--- src/rtl/math_pkg.sv ---
// -----------------------------------------------------------------------------
// math_pkg
// Shared definitions for the math accumulation slice.
//   CNT_W   : width of the per-window sample counter (windows up to 255 samples)
//   state_t : window FSM states
//               IDLE  - no sample in the current window
//               ACCUM - 1..WIN-1 samples collected
//               HOLD  - result presented, waiting for downstream
// -----------------------------------------------------------------------------
package math_pkg;

  localparam int CNT_W = 8;

  typedef enum logic [1:0] {
    IDLE  = 2'd0,
    ACCUM = 2'd1,
    HOLD  = 2'd2
  } state_t;

endpackage : math_pkg

--- src/rtl/math_sat_add.sv ---
// -----------------------------------------------------------------------------
// math_sat_add
// Combinational unsigned saturating adder: y = min(a + b, 2^W - 1).
// Ports:
//   a, b : W-bit unsigned addends
//   y    : W-bit clamped sum
//   sat  : 1 when the true sum did not fit and y was clamped
// -----------------------------------------------------------------------------
module math_sat_add #(
  parameter int W = 12
) (
  input  logic [W-1:0] a,
  input  logic [W-1:0] b,
  output logic [W-1:0] y,
  output logic         sat
);

  // One extra bit holds the carry that signals overflow.
  logic [W:0] sum;

  // NOTE: every variable is assigned on every path through this block, so no latch is inferred.
  always_comb begin
    sum = {1'b0, a} + {1'b0, b};
    sat = sum[W];
    y   = sum[W] ? {W{1'b1}} : sum[W-1:0];
  end

endmodule : math_sat_add

--- src/rtl/math_sum_acc.sv ---
// -----------------------------------------------------------------------------
// math_sum_acc
// Accumulates WIN unsigned samples from the upstream math stage into a
// saturating window total, then presents total, sample count and a sticky
// saturation flag until downstream takes them. A window can be closed early
// with flush; a flush that arrives together with a sample includes it.
//
// Parameters:
//   DATA_W : width of in_sum
//   WIN    : samples per window (2..255)
//   ACC_W  : accumulator width (ACC_W >= DATA_W)
// Ports:
//   clk       : sole clock, rising edge
//   rst       : synchronous active-high reset, wins over everything
//   in_valid  : in_sum carries a sample
//   in_sum    : unsigned sample
//   in_ready  : a sample can be accepted this cycle
//   flush     : close the current window early
//   out_valid : out_acc/out_cnt/out_sat are valid
//   out_ready : downstream consumes the result
//   out_acc   : window total (saturating)
//   out_cnt   : samples in the window
//   out_sat   : saturation occurred in the window
// -----------------------------------------------------------------------------
module math_sum_acc
  import math_pkg::*;
#(
  parameter int DATA_W = 8,
  parameter int WIN    = 4,
  parameter int ACC_W  = 12
) (
  input  logic              clk,
  input  logic              rst,
  input  logic              in_valid,
  input  logic [DATA_W-1:0] in_sum,
  output logic              in_ready,
  input  logic              flush,
  output logic              out_valid,
  input  logic              out_ready,
  output logic [ACC_W-1:0]  out_acc,
  output logic [CNT_W-1:0]  out_cnt,
  output logic              out_sat
);

  localparam logic [CNT_W-1:0] WIN_C = CNT_W'(WIN);

  state_t             state;
  logic [ACC_W-1:0]   acc;
  logic [CNT_W-1:0]   cnt;
  logic               sat;

  logic               accept;
  logic [ACC_W-1:0]   in_ext;
  logic [ACC_W-1:0]   acc_nxt;
  logic               clamp;
  logic [CNT_W-1:0]   cnt_nxt;
  logic               sat_nxt;
  logic               last;

  // Ready depends only on state; held low during reset so nothing is taken
  // while the block is being cleared.
  assign in_ready = (state != HOLD) && !rst;
  assign accept   = in_valid && in_ready;

  assign in_ext   = ACC_W'(in_sum);
  assign cnt_nxt  = cnt + CNT_W'(1);
  assign sat_nxt  = sat || clamp;
  // WIN-th sample closes the window, so count never exceeds WIN.
  assign last     = (cnt_nxt == WIN_C);

  math_sat_add #(
    .W (ACC_W)
  ) u_sat_add (
    .a   (acc),
    .b   (in_ext),
    .y   (acc_nxt),
    .sat (clamp)
  );

  // NOTE: synchronous reset - rst is sampled only at the clock edge, and every register, including the result registers, is cleared.
  // NOTE: state is updated with non-blocking assignments so all registers see pre-edge values.
  always_ff @(posedge clk) begin
    if (rst) begin
      state     <= IDLE;
      acc       <= '0;
      cnt       <= '0;
      sat       <= 1'b0;
      out_valid <= 1'b0;
      out_acc   <= '0;
      out_cnt   <= '0;
      out_sat   <= 1'b0;
    end else begin
      case (state)
        IDLE, ACCUM: begin
          if (accept) begin
            acc <= acc_nxt;
            cnt <= cnt_nxt;
            sat <= sat_nxt;
            if (last || flush) begin
              // Present the updated totals, including this sample.
              state     <= HOLD;
              out_valid <= 1'b1;
              out_acc   <= acc_nxt;
              out_cnt   <= cnt_nxt;
              out_sat   <= sat_nxt;
            end else begin
              state <= ACCUM;
            end
          end else if (flush && state == ACCUM) begin
            // Early close without a sample; a flush in IDLE is dropped so an
            // empty window is never emitted.
            state     <= HOLD;
            out_valid <= 1'b1;
            out_acc   <= acc;
            out_cnt   <= cnt;
            out_sat   <= sat;
          end
        end

        HOLD: begin
          // Flush and samples are ignored here; results stay frozen.
          if (out_ready) begin
            state     <= IDLE;
            acc       <= '0;
            cnt       <= '0;
            sat       <= 1'b0;
            out_valid <= 1'b0;
            out_acc   <= '0;
            out_cnt   <= '0;
            out_sat   <= 1'b0;
          end
        end

        default: begin
          state <= IDLE;
        end
      endcase
    end
  end

endmodule : math_sum_acc
--- config.mk ---
export PLATFORM = sky130hd
export DESIGN_NAME = math_sum_acc
export DESIGN_NICKNAME = d
export VERILOG_FILES = /design/src/rtl/math_pkg.sv /design/src/rtl/math_sat_add.sv /design/src/rtl/math_sum_acc.sv
export SDC_FILE = /design/constraint.sdc
export NUM_CORES = 1
export LEC_CHECK = 0
export CAP_MARGIN = 0
export CORE_MARGIN = 2
export CORE_UTILIZATION = 43
export CTS_CLUSTER_SIZE = 14
export DETAILED_ROUTE_END_ITERATION = 16
export PLACE_DENSITY = 0.65
export SLEW_MARGIN = 10
export SYNTH_ARGS = -nofsm -noshare
export SYNTH_HDL_FRONTEND = slang
export SYNTH_SLANG_ARGS = --single-unit
export TNS_END_PERCENT = 10
--- constraint.sdc ---
create_clock -name clk -period 6.7 [get_ports clk]
set_input_delay 0.67 -clock clk [delete_from_list [all_inputs] [get_ports clk]]
set_output_delay 0.67 -clock clk [all_outputs]
set_load 0.005 [all_outputs]
==> flow_metrics.tcl, run 1 <==
set metrics [dict create \
    outcome "finished, final reports clean" \
    syn_inst 332 \
    relSlewSlack_pct 19.97 \
    async_flop_share_pct 0 \
    r2r_setup_slack_ps 4140 \
    synthesis.area_mm2 0.002738 \
    hold_path_depth 1 \
    nFillCells 611 \
    postRouteAntennaNets 0 \
    cts_tree "yes" \
    setup_viol_count_final 0 \
    p_per_area_mw_per_mm2 190.9 \
    hold_viol_final 0 \
    grt_pass1_wl_um 11430 \
    via_count 2483 \
    cts.sinks 45 \
    synthTopCellsByArea "dfxtp_1, a21oi_1, nor2_1" \
    max_slew.worst_pin.slew_ps 1196 \
    cts_resized 0 \
    fin_crit_sh_pct 44.91 \
    io_buffers 35 \
    ir_drop_mv 0.08810 \
    max-cap-violations 0 \
    final-instance-count-excl-fill 433 \
    seq_area_frac_synth_pct 32.91 \
    numCtsBuffers 5 \
    yosys.area.top_type "dfxtp_1" \
    reg2regPathDepth 7 \
    detailed_place_hpwl_um 4852 \
    clkSlewWorstSetupHoldPaths_ps 90 \
    path_max_fanout 14 \
    remaining_drc_errors 0 \
    placed_cells 425 \
    rr_endpoint "acc[7]" \
    synth-seq-cells 45 \
    rsz0062_at_grt "no" \
    rows 29 \
    r2r-start "acc[0]" \
    hold_path.class "flip-flop to flip-flop" \
    p_leak_nw 1.205 \
    die_w_um 83.79 \
    post_drt_wl_per_cell_um 15.99 \
    ios 36 \
    cts_hold_buf 0 \
    first_global_vias 2422 \
    overflow 0 \
    cts_setup_buffers 0 \
    max_freq_ghz 0.3324 \
    finish.instance_area_mm2 0.003242 \
    postLayoutCoreUtil_pct 51.94 \
    finClkSkew_ps 4.432 \
    gp_congestion 0.7745 \
    cts-htree-levels 2 \
    syn_to_final_growth_pct 18.42 \
    yosysWarnings 0 \
    yosys.cell_types.count 57 \
    die-area_mm2 0.007021 \
    worstSkewPairLatency_ps 300 \
    grtUsageTotal_pct 20.13 \
    ff_latch_area_um2 900.9 \
    syn_nets 356 \
    min_period_ps 3009 \
    dpl-instance-area_mm2 0.003122 \
    hold_path.startpoint "out_sat" \
    arrival_ps 3230 \
    cp.required_ps 6930 \
    drive_above_1_share_pct 8.146 \
    min_to "out_sat" \
    chipHeight_um 83.79 \
    drt_iter0_markers 80 \
    clock_path_buffers 2 \
    endpoint_kind "flip-flop" \
    num_antenna_cells 0 \
    drt-vias-per-instance 5.734 \
    synth_area_per_cell_um2 8.246 \
    first_pass_iters 4 \
    synthDominantCellAreaShare_pct 32.91 \
    finalWirelength_um 6925 \
    multiInputGateArea_mm2 0.001703 \
    grt_max_degree 36 \
    tns_ps 0 \
    final_nets 379 \
    synthFlopType "dfxtp_1" \
    holdWs_ps 468.2 \
    coreArea_mm2 0.006241 \
    start_util_pct 43.87 \
    crit_type "input pin to flip-flop" \
    clockRootBuffer "clkbuf_8" \
    drv_slew 0 \
    antenna_found_initial 0 \
    synth_edf_count 0 \
    startpoint_type "input pin" \
]
[through the flow]
step | power [mW] | setup slack, ps
6_report | 0.6187 | 3691
3_5_place_dp | 0.4039 | 3352
4_1_cts | 0.6239 | 3690
5_1_grt | 0.6499 | 3446
2_1_floorplan | 0.3663 | 4111
3_3_place_gp | 0.4028 | 3397
[how the worst max path moves through the flow]
stage / start / to / slack [ps] / depth (start not counted)
2_1_floorplan: in_sum[0] / out_acc[3] / 4110 / 7
3_3_place_gp: in_sum[0] / acc[7] / 3400 / 8
3_5_place_dp: in_sum[0] / acc[6] / 3350 / 8
4_1_cts: in_sum[0] / acc[7] / 3690 / 8
5_1_grt: in_sum[0] / acc[6] / 3450 / 8
6_report: in_sum[0] / acc[7] / 3690 / 8
[report_power, final]
part	switching, mW	total, mW	internal, mW
Sequential	0.00742	0.283	0.275
Clock	0.0996	0.221	0.121
Combinational	0.0666	0.115	0.0483
Total	0.174	0.619	0.445
[worst max-delay path: stages]
cell and delay (ps):
clkdlybuf4s50_1 460, ha_1 190, fa_1 220, a211oi_1 130
o311a_1 410, nor3_2 720, nor2_1 190, a211oi_1 260
[sequential cells by signal, summed over array words and instances (netlist names)]
signal and flops:
acc 12, cnt 8, out_acc 12, out_cnt 8, out_sat 1, out_valid 1
sat 1, state 2
[cell usage after synthesis (5+ instances only)]
library cell and number:
dfxtp_1 45, nor2_1 36, a21oi_1 27, nand2_1 25
clkbuf_1 16, o21ai_0 15, inv_1 11, nor3_1 11
ha_1 10, nand2b_1 9, a31oi_1 8, mux2i_1 8
xor2_1 7, a211oi_1 6, a21o_1 6, buf_2 6
nand4_1 6, o32ai_2 6, xnor2_1 6, nand3_1 5
[per-layer routing]
metal | vias to the layer above | GRT usage, % | share of wire (%)
met5 | - | 0 | 0
met4 | 0 | 5.425 | 0.94
met3 | 7 | 2.770 | 2.0
met2 | 36 | 36.58 | 51
met1 | 1186 | 24.82 | 46
li1 | 1254 | - | -
[layout make-up]
type	instances	share of cell area (%)
Multi-Input combinational cell	253	52.53
Sequential cell	45	27.79
Timing Repair Buffer	39	11.73
Tap cell	77	2.972
Clock buffer	6	2.547
Inverter	11	1.274
Clock inverter	2	1.158
[placed cells by master, fill, tap and decap left out, drive strengths merged, types with 3 or more instances in the layout]
| cell type | instances |
|---|---|
| dfxtp | 45 |
| nor2 | 38 |
| clkdlybuf4s50 | 35 |
| a21oi | 27 |
| nand2 | 26 |
| o21ai | 15 |
| nor3 | 12 |
| inv | 11 |
| ha | 10 |
| nand2b | 9 |
| a31oi | 8 |
| mux2i | 8 |
| xor2 | 7 |
| nand4 | 6 |
| a211oi | 6 |
| a21o | 6 |
| xnor2 | 6 |
| o32ai | 6 |
| clkbuf | 6 |
| nand3 | 6 |
| nor2b | 4 |
| or3 | 4 |
| a22oi | 4 |
| buf | 4 |
| and2 | 3 |
| and3 | 3 |
| a311oi | 3 |
| o211ai | 3 |
| or4 | 3 |
[cell families (layout without fill, tap and decap cells)]
logic type	after synthesis	after routing	synth area share (%)
buffers and inverters	34	58	5.073
AO/OA/AOI/OAI	97	97	26.10
flip-flops	45	45	32.91
multiplexers	9	9	3.336
adder cells (fa/ha/maj)	11	11	5.302
XOR/XNOR	13	13	4.159
AND/OR/NAND/NOR	123	123	23.13
(Power assumes the default switching activity.)
==> inputs of run 2 (changes only) <==
==> constraint.sdc (replaced) <==
create_clock -name clk -period 2.9 [get_ports clk]
set_input_delay 0.29 -clock clk [delete_from_list [all_inputs] [get_ports clk]]
set_output_delay 0.29 -clock clk [all_outputs]
set_load 0.005 [all_outputs]
==> run 2 against run 1 <==
  * Count of clock-buffer cells in the layout is 1 higher
  * Total power grew 110%
  * Sequential share of layout area is 0.14 points lower
  * Worst hold slack improved by 3.4 ps
  * Design area up 0.50%
  * Register-to-register slack worse by 3600 ps
  * First-iteration DRC count increased by 6.3%
  * Global-route usage is 0.37 points lower
  * Clock skew grew 3.3 ps
  * Flip-flop and latch count unchanged
  * Utilization increased by 0.26 points
  * Largest power group unchanged
==> flow_metrics.tcl, run 2 (synthesis gave the netlist of run 1 again) <==
set metrics [dict create \
    first_pass_iters 4 \
    overflow 0 \
    holdWs_ps 471.6 \
    cts_setup_buffers 0 \
    pwr-share-comb_pct 20.7 \
    clockRootBuffer "clkbuf_8" \
    layout_commonest_cell "dfxtp_1" \
    antenna_found_initial 0 \
    tns_ps 0 \
    io_buffers 35 \
    coreArea_mm2 0.006241 \
    final_cell_mix "dfxtp_1, nor2_1, clkdlybuf4s50_1, a21oi_1, nand2_1" \
    die-area_mm2 0.007021 \
    finalWirelength_um 6822 \
    fin_crit_sh_pct 84.14 \
    clkSlewWorstSetupHoldPaths_ps 80 \
    drive_above_1_share_pct 9.366 \
    final_nets 386 \
    cts-htree-levels 2 \
    cts.sinks 45 \
    start_util_pct 43.87 \
    die_w_um 83.79 \
    postRouteAntennaNets 0 \
    hold_path.startpoint "out_acc[2]" \
    grt_pass1_wl_um 11230 \
    finClkSkew_ps 7.728 \
    syn_to_final_growth_pct 19.01 \
    chipHeight_um 83.79 \
    path_cells "clkdlybuf4s50_1, ha_1, fa_1, a211oi_1, o311a_1, nor3_2, buf_4, a211o_1, a32o_1" \
    r2r-start "acc[0]" \
    min_period_ps 2440 \
    grtUsageTotal_pct 19.76 \
    hold_viol_final 0 \
    top_regs "acc: 12 flops, out_acc: 12 flops" \
    relSlewSlack_pct 20.30 \
    outcome "finished, final reports clean" \
    critPathTopFamily "compound AO/OA/AOI/OAI gates" \
    cts_tree "yes" \
    p_sw_share_pct 29.97 \
    via_count 2542 \
    max-cap-violations 0 \
    post_drt_wl_per_cell_um 15.50 \
    arrival_ps 2640 \
    numCtsBuffers 5 \
    seqPwrFrac_pct 49.5 \
    postLayoutCoreUtil_pct 52.21 \
    setup_viol_count_final 0 \
    clock_path_buffers 2 \
    rsz0062_at_grt "no" \
    ff_latch_area_um2 900.9 \
    gp_congestion 0.8743 \
    p_sw_mw 0.3956 \
    final-instance-count-excl-fill 440 \
    remaining_drc_errors 0 \
    hold_path.class "flip-flop to flip-flop" \
    max_freq_ghz 0.4098 \
    multiInputGateArea_mm2 0.001703 \
    internal-power_mw 0.9246 \
    grt_max_degree 31 \
    ir_drop_mv 0.2245 \
    power.clock.fraction_pct 29.8 \
    cts_resized 0 \
    startpoint_type "input pin" \
    ios 36 \
    drt-vias-per-instance 5.777 \
    critPathBufInv 2 \
    worst_path_max_delay_cell "fa_1" \
    max_slew.worst_pin.slew_ps 1191 \
    drt_iter0_markers 85 \
    worstSkewPairLatency_ps 300 \
    first_global_vias 2405 \
    drv_slew 0 \
    slowest_delay_ps 410 \
    crit_type "input pin to flip-flop" \
    path_max_fanout 6 \
    cp.required_ps 3100 \
    nFillCells 616 \
    cts_hold_buf 0 \
    p_per_area_mw_per_mm2 405.2 \
    p_leak_nw 1.221 \
    rows 29 \
    endpoint_kind "flip-flop" \
    detailed_place_hpwl_um 4876 \
    num_antenna_cells 0 \
    crit_start "in_sum[0]" \
    placed_cells 432 \
]
[run 2: worst register-to-register path: stages, from the launching register on]
cell and delay, ps:
dfxtp_1 330, ha_1 210, fa_1 410, a211oi_1 330, o311a_1 280, nor3_2 70
buf_4 170, a211o_1 220, a32o_1 240
[run 2: final timing paths]
| path | slack (ps) | endpoint | depth (start not counted) |
|---|---|---|---|
| setup / recovery | 460 | out_acc[7] | 9 |
| hold / removal | 470 | out_acc[2] | 2 |
| setup reg to reg | 530 | out_acc[7] | 8 |
| hold reg to reg | 470 | out_acc[2] | 2 |
[run 2: routing by layer]
| metal | share of wire, % | global-route usage (%) | wire [µm] | vias to the layer above |
|---|---|---|---|---|
| li1 | - | - | - | 1273 |
| met1 | 43 | 23.77 | 2961 | 1204 |
| met2 | 51 | 35.93 | 3479 | 58 |
| met3 | 4.3 | 3.066 | 291 | 7 |
| met4 | 1.3 | 6.158 | 89 | 0 |
| met5 | 0 | 0 | 0 | - |
[run 2: through the flow]
| step | worst slack (ps) | power (mW) | instance area (µm²) |
|---|---|---|---|
| 3_3_place_gp | 171.9 | 0.9375 | 3174 |
| 4_1_cts | 464.0 | 1.333 | 3258 |
| 2_1_floorplan | 685.4 | 0.8463 | 2738 |
| 5_1_grt | 346.6 | 1.383 | 3258 |
| 6_report | 459.8 | 1.320 | 3258 |
| 3_5_place_dp | 147.9 | 0.9392 | 3174 |
[run 2: power groups by stage]
| stage | clock network, mW | logic (mW) | registers [mW] |
|---|---|---|---|
| 6_report | 0.394 | 0.273 | 0.653 |
| 3_3_place_gp | 0 | 0.270 | 0.667 |
| 5_1_grt | 0.425 | 0.302 | 0.656 |
| 3_5_place_dp | 0 | 0.272 | 0.667 |
| 4_1_cts | 0.407 | 0.273 | 0.653 |
| 2_1_floorplan | 0 | 0.183 | 0.663 |
[run 2: layout make-up]
type,instances,area share (%)
flip-flops and latches,45,27.65
well taps,77,2.957
clock inverters,1,0.2304
multi-input cells,253,52.27
repair buffers,46,13.29
inverters,11,1.267
clock buffers,7,2.343
==> inputs of run 3 (changes only) <==
--- a/config.mk
+++ b/config.mk
@@ -10,7 +10,7 @@
 export CORE_UTILIZATION = 43
 export CTS_CLUSTER_SIZE = 14
 export DETAILED_ROUTE_END_ITERATION = 16
-export PLACE_DENSITY = 0.65
+export PLACE_DENSITY = 0.67
 export SLEW_MARGIN = 10
 export SYNTH_ARGS = -nofsm -noshare
 export SYNTH_HDL_FRONTEND = slang
==> constraint.sdc (replaced) <==
create_clock -name clk -period 2 [get_ports clk]
set_input_delay 0.2 -clock clk [delete_from_list [all_inputs] [get_ports clk]]
set_output_delay 0.2 -clock clk [all_outputs]
set_load 0.005 [all_outputs]
==> run 3 against run 2 <==
  * The run now ends with negative setup slack left
  * Clock power grew 91%
  * Sequential power grew 45%
  * Die area is the same
  * Critical path depth shrank 3
  * Total power grew 75%
  * Clock skew shrank 1.3 ps
  * Worst hold slack is essentially flat
  * Register-to-register slack lost 580 ps
  * Via count grew 11%
  * Design area grew 25%
  * Global-route usage grew 4.0 points
  * First-iteration DRC count grew 29%
  * Largest cell class unchanged
==> flow_metrics.tcl, run 3 (synthesis gave the netlist of run 1 again) <==
set metrics [dict create \
    final-instance-count-excl-fill 497 \
    fin_ws_ps -52.78 \
    die-area_mm2 0.007021 \
    finClkSkew_ps 6.420 \
    first_pass_iters 4 \
    drt-vias-per-instance 5.696 \
    ir_drop_mv 0.3134 \
    max_freq_ghz 0.4871 \
    nFillCells 520 \
    clockRootBuffer "clkbuf_8" \
    via_count 2831 \
    relSlewSlack_pct 62.69 \
    final_cell_mix "buf_4, dfxtp_1, nor2_1, clkdlybuf4s50_1" \
    gp_congestion 0.8782 \
    cts-htree-levels 2 \
    outcome "finished, violations left" \
    critPathTopFamily "simple AND/OR/NAND/NOR gates" \
    drv_slew 0 \
    crit_type "flip-flop to flip-flop" \
    worst_path_max_delay_cell "or3_4" \
    placed_cells 483 \
    post_drt_wl_per_cell_um 16.61 \
    postRouteAntennaNets 0 \
    worstSkewPairLatency_ps 320 \
    startpoint_type "flip-flop" \
    layout_commonest_cell "buf_4" \
    first_global_vias 2847 \
    remaining_drc_errors 0 \
    min_period_ps 2053 \
    cts_tree "yes" \
    path_cells "ha_4, a211oi_2, or3_4, a21o_4, or4_4, a31oi_1" \
    r2r-start "acc[1]" \
    detailed_place_hpwl_um 5628 \
    top_regs "acc: 12 flops, out_acc: 12 flops" \
    hold_path.class "flip-flop to flip-flop" \
    clock_path_buffers 2 \
    grtUsageTotal_pct 23.75 \
    hold_viol_final 0 \
    drt_iter0_markers 110 \
    max_slew.worst_pin.slew_ps 559.1 \
    numCtsBuffers 5 \
    r2r_setup_slack_ps -50 \
    min_to "out_acc[2]" \
    chipHeight_um 83.79 \
    rr_endpoint "acc[11]" \
    num_antenna_cells 0 \
    p_leak_nw 1.598 \
    cp.required_ps 2250 \
    grt_pass1_wl_um 13450 \
    setup_viol_count_final 4 \
    rsz0062_at_grt "yes" \
    overflow 0 \
    critPathBufInv 0 \
    syn_to_final_growth_pct 48.90 \
    ios 36 \
    die_w_um 83.79 \
    reg2regPathDepth 6 \
    finalWirelength_um 8257 \
    cts.sinks 45 \
    grt_max_degree 20 \
    p_per_area_mw_per_mm2 567.2 \
    clkSlewWorstSetupHoldPaths_ps 90 \
    path_max_fanout 5 \
    arrival_ps 2300 \
    fin_crit_sh_pct 102.6 \
    violations "negative setup slack" \
    final_nets 443 \
    endpoint_kind "flip-flop" \
    hold_path.startpoint "out_acc[2]" \
    slowest_delay_ps 430 \
    drive_above_1_share_pct 33.57 \
    rows 29 \
    io_buffers 35 \
    max-cap-violations 0 \
    place_ws_ps -664.3 \
    hold_path_depth 2 \
    cts_hold_buf 0 \
    coreArea_mm2 0.006241 \
    antenna_found_initial 0 \
    start_util_pct 43.87 \
]
==> run 3: cell types whose count changed in the layout (fill, tap and decap cells not counted), sizes merged <==
| cell | previous run | this run |
|---|---|---|
| clkdlybuf4s50 | 35 | 32 |
| inv | 11 | 12 |
| clkbuf | 7 | 6 |
| dlymetal6s2s | 0 | 1 |
| nor3 | 12 | 13 |
| buf | 11 | 67 |
| clkinvlp | 1 | 0 |
| bufinv | 0 | 1 |
| dlygate4sd2 | 0 | 2 |
==> run 3: area by class of cell <==
type	count	area [µm²]	area share [%]
multi-input cells	254	2008	49.26
flip-flops and latches	45	918.4	22.53
repair buffers	102	893.4	21.92
well taps	77	96.34	2.363
clock buffers	6	82.58	2.026
inverters	11	41.29	1.013
clock inverters	2	36.28	0.8901
==> run 3: timing repair <==
action                                  4_1_cts  5_1_grt
setup buffers                                 3        5
endpoints found under the setup margin       26       35
pin swaps                                    14       17
gates resized for setup                      34       34
gates cloned                                  1        0
==> run 3: how the worst max path moves through the flow <==
| stage | startpoint | end | slack, ps | cells past startpoint |
|---|---|---|---|---|
| 6_report | acc[1] | acc[11] | -50 | 6 |
| 5_1_grt | acc[0] | out_acc[6] | -80 | 8 |
| 4_1_cts | acc[0] | out_acc[7] | -130 | 7 |
| 3_5_place_dp | in_sum[0] | acc[7] | -660 | 8 |
| 3_3_place_gp | in_sum[0] | acc[7] | -630 | 8 |
| 2_1_floorplan | cnt[0] | out_acc[3] | -150 | 7 |
==> run 3: metal layers <==
layer  share of wire, %  GRT usage (%)  routed length, µm  up-vias
li1                   -              -                  -     1381
met5                  0              0                  0        -
met4                3.1          9.971                257        0
met3                3.1          4.748                258       24
met1                 40          26.65               3323     1365
met2                 54          43.42               4418       61
==> run 3: per-stage QoR <==
step           hold slack, ps  power [mW]  TNS, ps  util (%)  area [µm²]
3_5_place_dp            454.8       1.468   -15580     57.66        3598
6_report                471.7       2.312   -73.41     65.32        4076
5_1_grt                 495.0       2.412   -575.4     65.32        4076
3_3_place_gp            451.7       1.460   -14670     57.66        3598
4_1_cts                 476.8       2.250   -932.5     62.33        3890
2_1_floorplan           355.6       1.232    -1450         -        2773
==> run 3: worst register-to-register path: cells and delay by family, from the launching register on <==
| kind | cells | cell delay (ps) |
|---|---|---|
| DFF | 1 | 370 |
| and+or+nand+nor | 2 | 840 |
| adders and majority gates | 1 | 270 |
| AOI/OAI and AO/OA | 3 | 510 |
==> run 3: report_power, final <==
part | switching (mW) | internal, mW | total (mW)
clock | 0.344 | 0.408 | 0.751
combinational | 0.311 | 0.302 | 0.613
sequential | 0.0262 | 0.921 | 0.948
